--- src/rtl/video_timing_regen.sv ---
// rtl/video_timing_regen.sv - display timing regenerator phase-locked to camera href/vsync
module video_timing_regen #(
    parameter int CNT_W        = 12,
    parameter int H_ACT        = 1280,
    parameter int H_FP         = 110,
    parameter int H_SYNC       = 40,
    parameter int V_ACT        = 720,
    parameter int V_FP         = 5,
    parameter int V_SYNC       = 5,
    parameter int H_TOTAL_FREE = 1650,
    parameter int V_TOTAL      = 750,
    parameter int LOCK_LINES   = 2,
    parameter int TIMEOUT      = 4096,
    parameter int HS_POL       = 1,
    parameter int VS_POL       = 1
) (
    input  logic             clk,
    input  logic             rst,
    input  logic             cam_href,
    input  logic             cam_vsync,
    output logic             hsync,
    output logic             vsync,
    output logic             de,
    output logic [CNT_W-1:0] h_cnt,
    output logic [CNT_W-1:0] v_cnt,
    output logic [CNT_W-1:0] line_len,
    output logic             locked
);

    localparam int MC_W = $clog2(LOCK_LINES + 1);
    localparam int TO_W = $clog2(TIMEOUT + 1);

    localparam logic [CNT_W-1:0] CNT_MAX  = '1;
    localparam logic [CNT_W-1:0] H_MIN    = CNT_W'(H_ACT + H_FP + H_SYNC);
    localparam logic [CNT_W-1:0] H_FREE   = CNT_W'(H_TOTAL_FREE);
    localparam logic [CNT_W-1:0] H_ACT_C  = CNT_W'(H_ACT);
    localparam logic [CNT_W-1:0] HS_START = CNT_W'(H_ACT + H_FP);
    localparam logic [CNT_W-1:0] HS_END   = CNT_W'(H_ACT + H_FP + H_SYNC);
    localparam logic [CNT_W-1:0] V_ACT_C  = CNT_W'(V_ACT);
    localparam logic [CNT_W-1:0] VS_START = CNT_W'(V_ACT + V_FP);
    localparam logic [CNT_W-1:0] VS_END   = CNT_W'(V_ACT + V_FP + V_SYNC);
    localparam logic [CNT_W-1:0] V_LAST   = CNT_W'(V_TOTAL - 1);
    localparam logic [TO_W-1:0]  TO_LAST  = TO_W'(TIMEOUT - 1);
    localparam logic [TO_W-1:0]  TO_SAT   = TO_W'(TIMEOUT);
    localparam logic [MC_W-1:0]  MC_LOCK  = MC_W'(LOCK_LINES);
    localparam logic             HS_ON    = (HS_POL != 0);
    localparam logic             VS_ON    = (VS_POL != 0);

    typedef enum logic [1:0] {
        S_FREE,
        S_ACQUIRE,
        S_LOCKED
    } state_t;

    state_t           state;
    state_t           state_nx;
    logic [MC_W-1:0]  match_cnt;
    logic [MC_W-1:0]  match_nx;
    logic [MC_W-1:0]  match_inc;
    logic             href_d;
    logic             vs_d;
    logic             vs_pend;
    logic [CNT_W-1:0] per_cnt;
    logic [CNT_W-1:0] new_len;
    logic [CNT_W-1:0] h_total;
    logic [TO_W-1:0]  to_cnt;
    logic             href_rise;
    logic             vs_rise;
    logic             timeout;
    logic             realign;
    logic             h_wrap;
    logic             line_start;

    assign href_rise  = cam_href & ~href_d;
    assign vs_rise    = cam_vsync & ~vs_d;
    // Period just ending, counting the rise cycle itself; pinned at all-ones.
    assign new_len    = (per_cnt == CNT_MAX) ? CNT_MAX : per_cnt + 1'b1;
    assign timeout    = ~href_rise && (to_cnt == TO_LAST);
    assign realign    = href_rise && (state == S_LOCKED);
    assign h_total    = (state == S_FREE) ? H_FREE : line_len;
    // >= rather than == so a shrinking h_total never lets h_cnt run away.
    assign h_wrap     = (h_cnt >= h_total - 1'b1);
    assign line_start = h_wrap | realign;
    assign match_inc  = match_cnt + 1'b1;
    assign locked     = (state == S_LOCKED);

    // Lock state and consecutive-match counter registers
    always_ff @(posedge clk) begin
        if (rst) begin
            state     <= S_FREE;
            match_cnt <= '0;
        end else begin
            state     <= state_nx;
            match_cnt <= match_nx;
        end
    end

    // Lock acquisition: qualify href periods, fall back to free-run on silence
    always_comb begin
        state_nx = state;
        match_nx = match_cnt;
        if (timeout) begin
            state_nx = S_FREE;
            match_nx = '0;
        end else if (href_rise) begin
            case (state)
                S_FREE: begin
                    state_nx = S_ACQUIRE;
                    match_nx = '0;
                end
                S_ACQUIRE: begin
                    if ((new_len == line_len) && (new_len >= H_MIN)) begin
                        match_nx = match_inc;
                        if (match_inc >= MC_LOCK) begin
                            state_nx = S_LOCKED;
                        end
                    end else begin
                        match_nx = '0;
                    end
                end
                S_LOCKED: begin
                    if (new_len != line_len) begin
                        state_nx = S_ACQUIRE;
                        match_nx = '0;
                    end
                end
                default: begin
                    state_nx = S_FREE;
                    match_nx = '0;
                end
            endcase
        end
    end

    // Edge history, pending frame start and href period measurement
    always_ff @(posedge clk) begin
        if (rst) begin
            href_d   <= 1'b0;
            vs_d     <= 1'b0;
            vs_pend  <= 1'b0;
            per_cnt  <= '0;
            to_cnt   <= '0;
            line_len <= '0;
        end else begin
            href_d <= cam_href;
            vs_d   <= cam_vsync;
            if (vs_rise) begin
                vs_pend <= 1'b1;
            end else if (href_rise) begin
                vs_pend <= 1'b0;
            end
            if (href_rise) begin
                per_cnt  <= '0;
                to_cnt   <= '0;
                line_len <= new_len;
            end else begin
                per_cnt <= new_len;
                if (to_cnt != TO_SAT) begin
                    to_cnt <= to_cnt + 1'b1;
                end
            end
        end
    end

    // Pixel and line counters; a locked href rise restarts the line
    always_ff @(posedge clk) begin
        if (rst) begin
            h_cnt <= '0;
            v_cnt <= '0;
        end else begin
            h_cnt <= line_start ? '0 : h_cnt + 1'b1;
            if (line_start) begin
                if (vs_pend && href_rise) begin
                    v_cnt <= '0;
                end else if (v_cnt >= V_LAST) begin
                    v_cnt <= '0;
                end else begin
                    v_cnt <= v_cnt + 1'b1;
                end
            end
        end
    end

    // Registered sync/enable decode, one clock behind the counters
    always_ff @(posedge clk) begin
        if (rst) begin
            de    <= 1'b0;
            hsync <= ~HS_ON;
            vsync <= ~VS_ON;
        end else begin
            de    <= (h_cnt < H_ACT_C) && (v_cnt < V_ACT_C);
            hsync <= ((h_cnt >= HS_START) && (h_cnt < HS_END)) ? HS_ON : ~HS_ON;
            vsync <= ((v_cnt >= VS_START) && (v_cnt < VS_END)) ? VS_ON : ~VS_ON;
        end
    end

endmodule

--- config.mk ---
export PLATFORM = sky130hd
export DESIGN_NAME = video_timing_regen
export DESIGN_NICKNAME = d
export VERILOG_FILES = /design/src/rtl/video_timing_regen.sv
export SDC_FILE = /design/constraint.sdc
export NUM_CORES = 1
export LEC_CHECK = 0
export BUFFER_PORTS_ARGS = -buffer_cell sky130_fd_sc_hd__buf_2
export CAP_MARGIN = 20
export CORE_ASPECT_RATIO = 0.8
export CORE_MARGIN = 2
export CORE_UTILIZATION = 53
export CTS_BUF_LIST = sky130_fd_sc_hd__clkbuf_8 sky130_fd_sc_hd__clkbuf_16
export CTS_CLUSTER_DIAMETER = 120
export DETAILED_ROUTE_END_ITERATION = 10
export PLACE_DENSITY = 0.76
export SETUP_SLACK_MARGIN = 0.4
export SLEW_MARGIN = 20
export SYNTH_ARGS = -nofsm -noshare
export SYNTH_HDL_FRONTEND = slang
export SYNTH_SLANG_ARGS = --single-unit
--- constraint.sdc ---
create_clock -name clk -period 3.1 [get_ports clk]
set_clock_uncertainty 0.05 [all_clocks]
set_input_delay 0.31 -clock clk [delete_from_list [all_inputs] [get_ports clk]]
set_output_delay 0.31 -clock clk [all_outputs]
set_load 0.02 [all_outputs]
; Word level (Yosys, flattened, before mapping)
; Cells that the tools add are included.
[totals]
regBits = 71
out_inout_bits = 40
word_cells = 74
[op_classes]
add_sub_neg = 6
magnitude_cmp = 10
n_eq_ne = 10
muxes = 15
n_bitwise = 6
n_reduce_logical = 14
[op_table]
columns = cell, count
row1 = 12-bit two-way mux, 4
row2 = 12-bit by 1-bit adder with 12-bit output (second input constant), 3
row3 = 12-bit by 10-bit >= comparator with 1-bit output (second input constant), 2
row4 = 12-bit by 11-bit >= comparator with 1-bit output (second input constant), 2
row5 = 12-bit by 10-bit < comparator with 1-bit output (second input constant), 2
row6 = 12-bit by 11-bit < comparator with 1-bit output (second input constant), 2
row7 = 13-bit by 1-bit adder with 13-bit output (second input constant), 1
row8 = 13-bit by 12-bit equality test with 1-bit output (second input constant), 1
row9 = 13-bit inequality test (second input constant), 1
row10 = 12-bit equality test, 1
row11 = 12-bit equality test (second input constant), 1
row12 = 12-bit >= comparator, 1
row13 = 12-bit inequality test, 1
row14 = 12-bit by 1-bit subtractor with 12-bit output (second input constant), 1
row15 = 2-bit two-way mux, 5
row16 = 1-bit logical AND, 7
row17 = 2-bit one-hot mux with 3 select lines, 1
row18 = 2-bit OR reduction, 3
row19 = 1-bit two-way mux, 4
row20 = 2-bit inequality test (second input constant), 2
row21 = 2-bit one-hot mux with 2 select lines, 1
row22 = 4-bit AND reduction, 1
row23 = 1-bit inverter, 3
row24 = 2-bit by 1-bit adder with 2-bit output (second input constant), 1
row25 = other kinds (9), 10

; Depth between registers and ports, before layout
; Gate-level depths: netlist of run 1.
[logic_depth]
ltp_word = 6
ltp_mapped = 17

; Worst setup path before layout of run 1
; No wires, ideal clock.
[synth_timing]
path_kind = reg2reg
startpoint = register line_len[5]
endpoint = register v_cnt[10]
setup_ps = 70
arrival_ps = 3116
required_ps = 2980
slack_ps = -136
stages_incl_launch_ff = 12
period_less_slack_ps = 3236
cell_sequence = dfxtp_1 -> clkbuf_1 -> or4_1 -> nor4_1 -> xor2_1 -> nand2_1 -> ha_1 -> nand2_1 -> o21ai_0 -> nand2_1 -> or4_1 -> a21oi_1
[synth_via]
elab_chain_cells = 4
[synth_rtl]
columns = item, line
row1 = from (decl), 26  ; output logic [CNT_W-1:0] line_len,
row2 = from (signal assigned), 155  ; line_len <= new_len;
row3 = 12-bit two-way mux, 80  ; assign h_total = (state == S_FREE) ? H_FREE : line_len;
row4 = 12-bit by 1-bit subtractor with 12-bit output, 82  ; assign h_wrap = (h_cnt >= h_total - 1'b1);
row5 = 12-bit >= comparator, 82
row6 = 1-bit bitwise OR, 83  ; assign line_start = h_wrap | realign;
row7 = to (signal assigned), 178  ; v_cnt <= v_cnt + 1'b1;
row8 = to (decl), 25  ; output logic [CNT_W-1:0] v_cnt,
; Every way passes these cells.
; A chain may end at the register's enable or synchronous reset.

; Worst setup path after layout of run 1
[layout_timing]
startpoint = register line_len[7]
endpoint = register v_cnt[5]
; Same word-level chain as after synthesis.

==> impl_metrics.yaml, run 1 <==
grt:
  grtUsageMet2_pct: 41.8
  grt_antenna_before_repair: 0
  grt-busiest-layer: "met2"
  grt_use_met3_pct: 5.28
  overflow: 0
  grt_pass1_wl_um: 17500
  grt_max_degree: 21
  grt_pass1_vias: 3723
  grtUsageMet1_pct: 35.1
  grtUsageTotal_pct: 26.4
power:
  ir_worst_vdd_mv: 0.236
  p_leak_nw: 2.19
  p_total_mw: 1.99
  powerDensity_nw_per_um2: 381
timing:
  whs_ns: 0.177
  fmax_ghz: 0.334
  maxSlewHeadroom_pct: 65.2
  setup_ws_ns: 0.108
  setup-violations-final: 0
  worst_pin_slew_ns: 0.520
  slew_viol_final: 0
  finalSetupTns_ns: 0
  period_minus_slack_ns: 2.99
  grt_setup_unrepaired: "yes"
  hold_viol: 0
  period_share_pct: 96.5
finish:
  diodes: 0
  layout.cells.non_filler: 686
  utilization_pct: 70.5
  nNetsFinal: 600
  fin_area_um2: 5210
  drive_above_1_share_pct: 31.2
  syn2layout_area_growth_pct: 29.5
placement:
  dpl.hpwl_um: 6950
  dpl-instance-area_um2: 4470
  globalplace.congestion: 0.901
  dp_cells: 641
  port_buffers: 43
  pre_cts_ws_ns: 0.0990
routing:
  totalWireLength_um: 11400
  final_antenna_net_count: 0
  first_pass_iters: 5
  num_vias: 4044
  avgViaCountPerCell: 5.90
  drc: 0
  drt-initial-drc-count: 291
  wl_per_cell_um: 16.6
clock_network:
  cts.htree.levels: 3
  cts_tree: "done"
  cts_root_buffer: "clkbuf_8"
  clock_sinks: 71
  holdBufCountCts: 0
  cts_inserted_buffers: 9
  clkLatencyLatePin_ns: 0.35
  clockBufferDepth: 2
  clk_pin_slew_ns: 0.08
critical_path:
  crit_fanout: 7
  worst_setup_path_end_kind: "flop"
  crit_top_cell: "nor2_1"
  critPathKind: "flop to flop"
  cp-start-kind: "flop"
  slowest_delay_ns: 0.55
  crit_family: "simple AND/OR/NAND/NOR gates"
  cp_num_buf_inv: 1
  crit_chain: "or4_4 > buf_6 > nor2_4 > xor2_1 > nor2_1 > ha_1 > a21o_1 > nand4bb_1 > o21bai_4 > and2_4 > a21o_4 > nor2_1"
  arrival_ns: 3.21
  cp_data_required_time_ns: 3.32
  slowest_stage: "or4_4"
  ff2ff_setup_slack_ns: 0.11
synth:
  netlist_area_um2: 4020
  synth_top_area_share_pct: 35.3
  syn_avg_cell_area_um2: 8.06
  synth-edff-count: 0
  ys_seq_area_share_pct: 35.3
  ys_async_sr_fraction_pct: 0
  synth_ff_type: "dfxtp_1"
  yosysMostFrequentCell: "dfxtp_1"
  synthTopCellsByCount: "71 x dfxtp_1, 70 x nor2_1, 45 x nand2_1"
  yosysUniqueCellTypes: 63
  yosysTopAreaCell: "dfxtp_1"
  ys_warn_count: 0
  ys_seq_elements: 71
  synth_area_leaders: "dfxtp_1 35%, nor2_1 6.5%, ha_1 6.2%, xnor2_1 5.0%, xor2_1 5.0%"
  synthesis.nets: 523
  syn-instance-count: 499
floorplanning:
  io-pin-count: 44
  start_util_pct: 54.4
  die-area_um2: 8310
  die_h_um: 81.9
  die_x_um: 101
  num_rows: 28
  coreArea_um2: 7390
worst_hold_path:
  min_path_type: "input pin to flop"
run:
  drv.max_cap_violation_count: 0
outcome:
  outcome: "finished clean"
## metal layers
layer  up-vias  share of wire [%]
li1       1904                  -
met2       179                 46
met5         -                  0
met3        48                6.2
met1      1913                 45
met4         0                3.1
## cell families after synthesis
kind of cell | count (synthesis) | share of synthesized area [%]
and+or+nand+nor | 227 | 28.5
adders and majority gates | 20 | 6.22
muxes | 4 | 1.03
AOI/OAI and AO/OA | 93 | 14.7
xor gates and xnor gates | 46 | 10.0
DFF | 71 | 35.3
buffers and inverters | 38 | 4.29
## area by class of cell
class	count	area (um2)
inverters	21	78.8
clock inverters	4	42.5
clock buffers	12	176
well taps	105	131
fillers	589	2180
repair buffers	82	523
flip-flops and latches	71	1450
multi-input cells	391	2800
## registers in the layout, summed over array words and instances (netlist names), 2 cells and up
signal	flops
state	2
line_len	12
to_cnt	13
match_cnt	2
h_cnt	12
v_cnt	12
per_cnt	12
## cell usage in the layout, fill, tap and decap left out, types with 8 or more instances in the layout
cell type / instances
xnor2_1: 22
nand2_1: 41
clkbuf_8: 11
ha_1: 17
dfxtp_1: 57
o21ai_0: 16
a21oi_1: 20
buf_2: 43
nor3_1: 10
buf_4: 35
dfxtp_2: 8
a21o_1: 10
and3_1: 10
nor2_2: 10
inv_1: 23
xor2_1: 23
nor2_1: 57
nand3_1: 28
## power by group
part | total [mW] | internal [mW] | switching (mW)
Sequential | 0.940 | 0.922 | 0.0185
Combinational | 0.229 | 0.0997 | 0.130
Clock | 0.816 | 0.458 | 0.358
## path summary, 6_finish.rpt
check,startpoint,end,cells after the start
min reg2reg,v_cnt[11],v_cnt[11],2
max reg2reg,line_len[7],v_cnt[5],12
max,line_len[7],v_cnt[5],12
min,cam_vsync,vs_d,2
## timing repair
action,4_1_cts,5_1_grt
pin swaps,24,41
gates cloned,0,1
gates resized for setup,38,43
setup endpoints to repair,28,28
buffers inserted,20,8
Note: power is estimated with default switching activity, not from simulation.
==> run 2: changes to the inputs <==
CORE_UTILIZATION = 59   (was 53)
PLACE_DENSITY = 0.8   (was 0.76)
SETUP_SLACK_MARGIN = 0.05   (was 0.4)
clock period = 3 ns   (was 3.1 ns; I/O delays follow)
==> impl_metrics.yaml, run 2 (same netlist as run 1, synthesis figures left out) <==
finish:
  diodes: 0
  top_register: "to_cnt"
  seq_area_um2: 1430
  drive_above_1_share_pct: 25.0
  syn2layout_area_growth_pct: 21.2
  layout.cells.non_filler: 653
  final_cell_mix: "66 x dfxtp_1, 65 x nor2_1, 43 x nand2_1, 43 x buf_2"
  fillers: 488
  mostFrequentLayoutCell: "dfxtp_1"
  largest_reg_flops: 13
  nNetsFinal: 589
  multi_input_area_um2: 2620
grt:
  grt_antenna_before_repair: 0
  overflow: 0
  grt_max_degree: 21
  grt_pass1_wl_um: 16000
  grtUsageTotal_pct: 26.7
  grt_pass1_vias: 3486
clock_network:
  clockBufferDepth: 2
  clkLatencyLatePin_ns: 0.36
  cts_root_buffer: "clkbuf_8"
  cts_inserted_buffers: 9
  clock_sinks: 71
  holdBufCountCts: 0
  clk_pin_slew_ns: 0.08
  cts.htree.levels: 3
  cts_tree: "done"
routing:
  avgViaCountPerCell: 5.85
  wl_per_cell_um: 15.3
  final_antenna_net_count: 0
  totalWireLength_um: 10000
  drc: 0
  num_vias: 3817
  first_pass_iters: 5
  drt-initial-drc-count: 220
timing:
  setup-violations-final: 0
  slew_viol_final: 0
  hold_viol: 0
  worst_pin_slew_ns: 0.594
  period_share_pct: 99.0
  fmax_ghz: 0.337
  period_minus_slack_ns: 2.97
  grt_setup_unrepaired: "yes"
  whs_ns: 0.157
  maxSlewHeadroom_pct: 60.1
power:
  power_frac_clock_pct: 39.5
  p_total_mw: 1.97
  p_sw_share_pct: 25.2
  ir_worst_vdd_mv: 0.310
  p_leak_nw: 2.08
  powerDensity_nw_per_um2: 404
  combPwrFrac_pct: 11.0
  intPower_mw: 1.47
  p_switching_mw: 0.496
  seq_power_share_pct: 49.5
critical_path:
  critPathKind: "flop to flop"
  crit_chain: "buf_4 > nor2_2 > nor2_2 > ha_4 > nand3_4 > nor2_4 > xor2_1 > nor2_1 > ha_1 > nor2b_4 > o21ai_1 > nand4bb_1 > o21bai_4 > nand2_4 > or4_4 > a21oi_2"
  crit_fanout: 6
  cp_num_buf_inv: 1
  cp-start-kind: "flop"
  ff2ff_setup_slack_ns: 0.03
  rr_startpoint: "state[0]"
  startpoint: "state[0]"
  crit_family: "simple AND/OR/NAND/NOR gates"
  arrival_ns: 3.21
  crit_top_cell: "nor2_2"
  cp_data_required_time_ns: 3.24
  slowest_stage: "or4_4"
  worst_setup_path_end_kind: "flop"
  slowest_delay_ns: 0.49
floorplanning:
  start_util_pct: 61.8
  io-pin-count: 44
  die_x_um: 96.3
  num_rows: 26
  die_h_um: 77.9
  coreArea_um2: 6510
  die-area_um2: 7500
worst_hold_path:
  hp-start: "cam_vsync"
  min_path_type: "input pin to flop"
placement:
  dpl.hpwl_um: 6980
  globalplace.congestion: 0.845
  dp_cells: 632
  port_buffers: 43
outcome:
  outcome: "finished clean"
run:
  drv.max_cap_violation_count: 0
run 2: cell count changes in the layout (fill, tap and decap cells not counted), sizes merged:
cell      delta
buf         -10
clkbuf       -1
clkinvlp     +1
inv          -1
nand2b       -1
run 2: metrics by stage:
stage,instance area [um2],setup slack [ns],setup TNS (ns),utilization [%]
5_1_grt,4870,-0.161,-2.00,74.9
3_5_place_dp,4470,0.0535,0,68.7
4_1_cts,4710,0.0594,0,72.4
2_1_floorplan,4090,0.0530,0,-
6_report,4870,0.0297,0,74.9
3_3_place_gp,4470,0.130,0,68.7
run 2: final timing paths:
kind,cells after the start,end
worst max-delay path,16,v_cnt[8]
worst min-delay path,2,vs_d
worst min register to register,2,vs_pend
worst max register to register,16,v_cnt[8]
run 2: layer usage:
metal / global-route usage, % / vias up / part of all wire, %
met5: 0 / - / 0
met4: 8.45 / 0 / 2.0
met3: 6.21 / 27 / 5.8
met2: 41.9 / 145 / 48
met1: 36.3 / 1774 / 44
li1: - / 1871 / -
run 2: worst reg2reg max path, cell delays in order (launching register included):
cell and delay, ns:
dfxtp_2 0.33, buf_4 0.13, nor2_2 0.06, nor2_2 0.16, ha_4 0.18, nand3_4 0.09
nor2_4 0.12, xor2_1 0.16, nor2_1 0.06, ha_1 0.31, nor2b_4 0.15, o21ai_1 0.07
nand4bb_1 0.12, o21bai_4 0.18, nand2_4 0.11, or4_4 0.49, a21oi_2 0.13
run 2: what timing repair did:
item / 4_1_cts / 5_1_grt
setup endpoints to repair: 22 / 28
cloned: 0 / 0
pin swaps: 2 / 19
buffers inserted: 3 / 3
resized for setup: 7 / 37
run 2: layout make-up:
| cell class | instances | share of cell area [%] |
|---|---|---|
| Multi-Input combinational cell | 390 | 53.8 |
| Sequential cell | 71 | 29.3 |
| Timing Repair Buffer | 72 | 9.04 |
| Clock buffer | 11 | 3.11 |
| Tap cell | 84 | 2.16 |
| Inverter | 21 | 1.62 |
| Clock inverter | 4 | 0.950 |
run 2: power by group through the flow:
stage	logic (mW)	clock network, mW	registers, mW
after floorplan	0.132	0	1.00
after global placement	0.181	0	0.992
after detailed placement	0.189	0	0.993
after CTS	0.192	0.786	0.971
after global routing	0.243	0.822	0.976
final	0.217	0.777	0.974
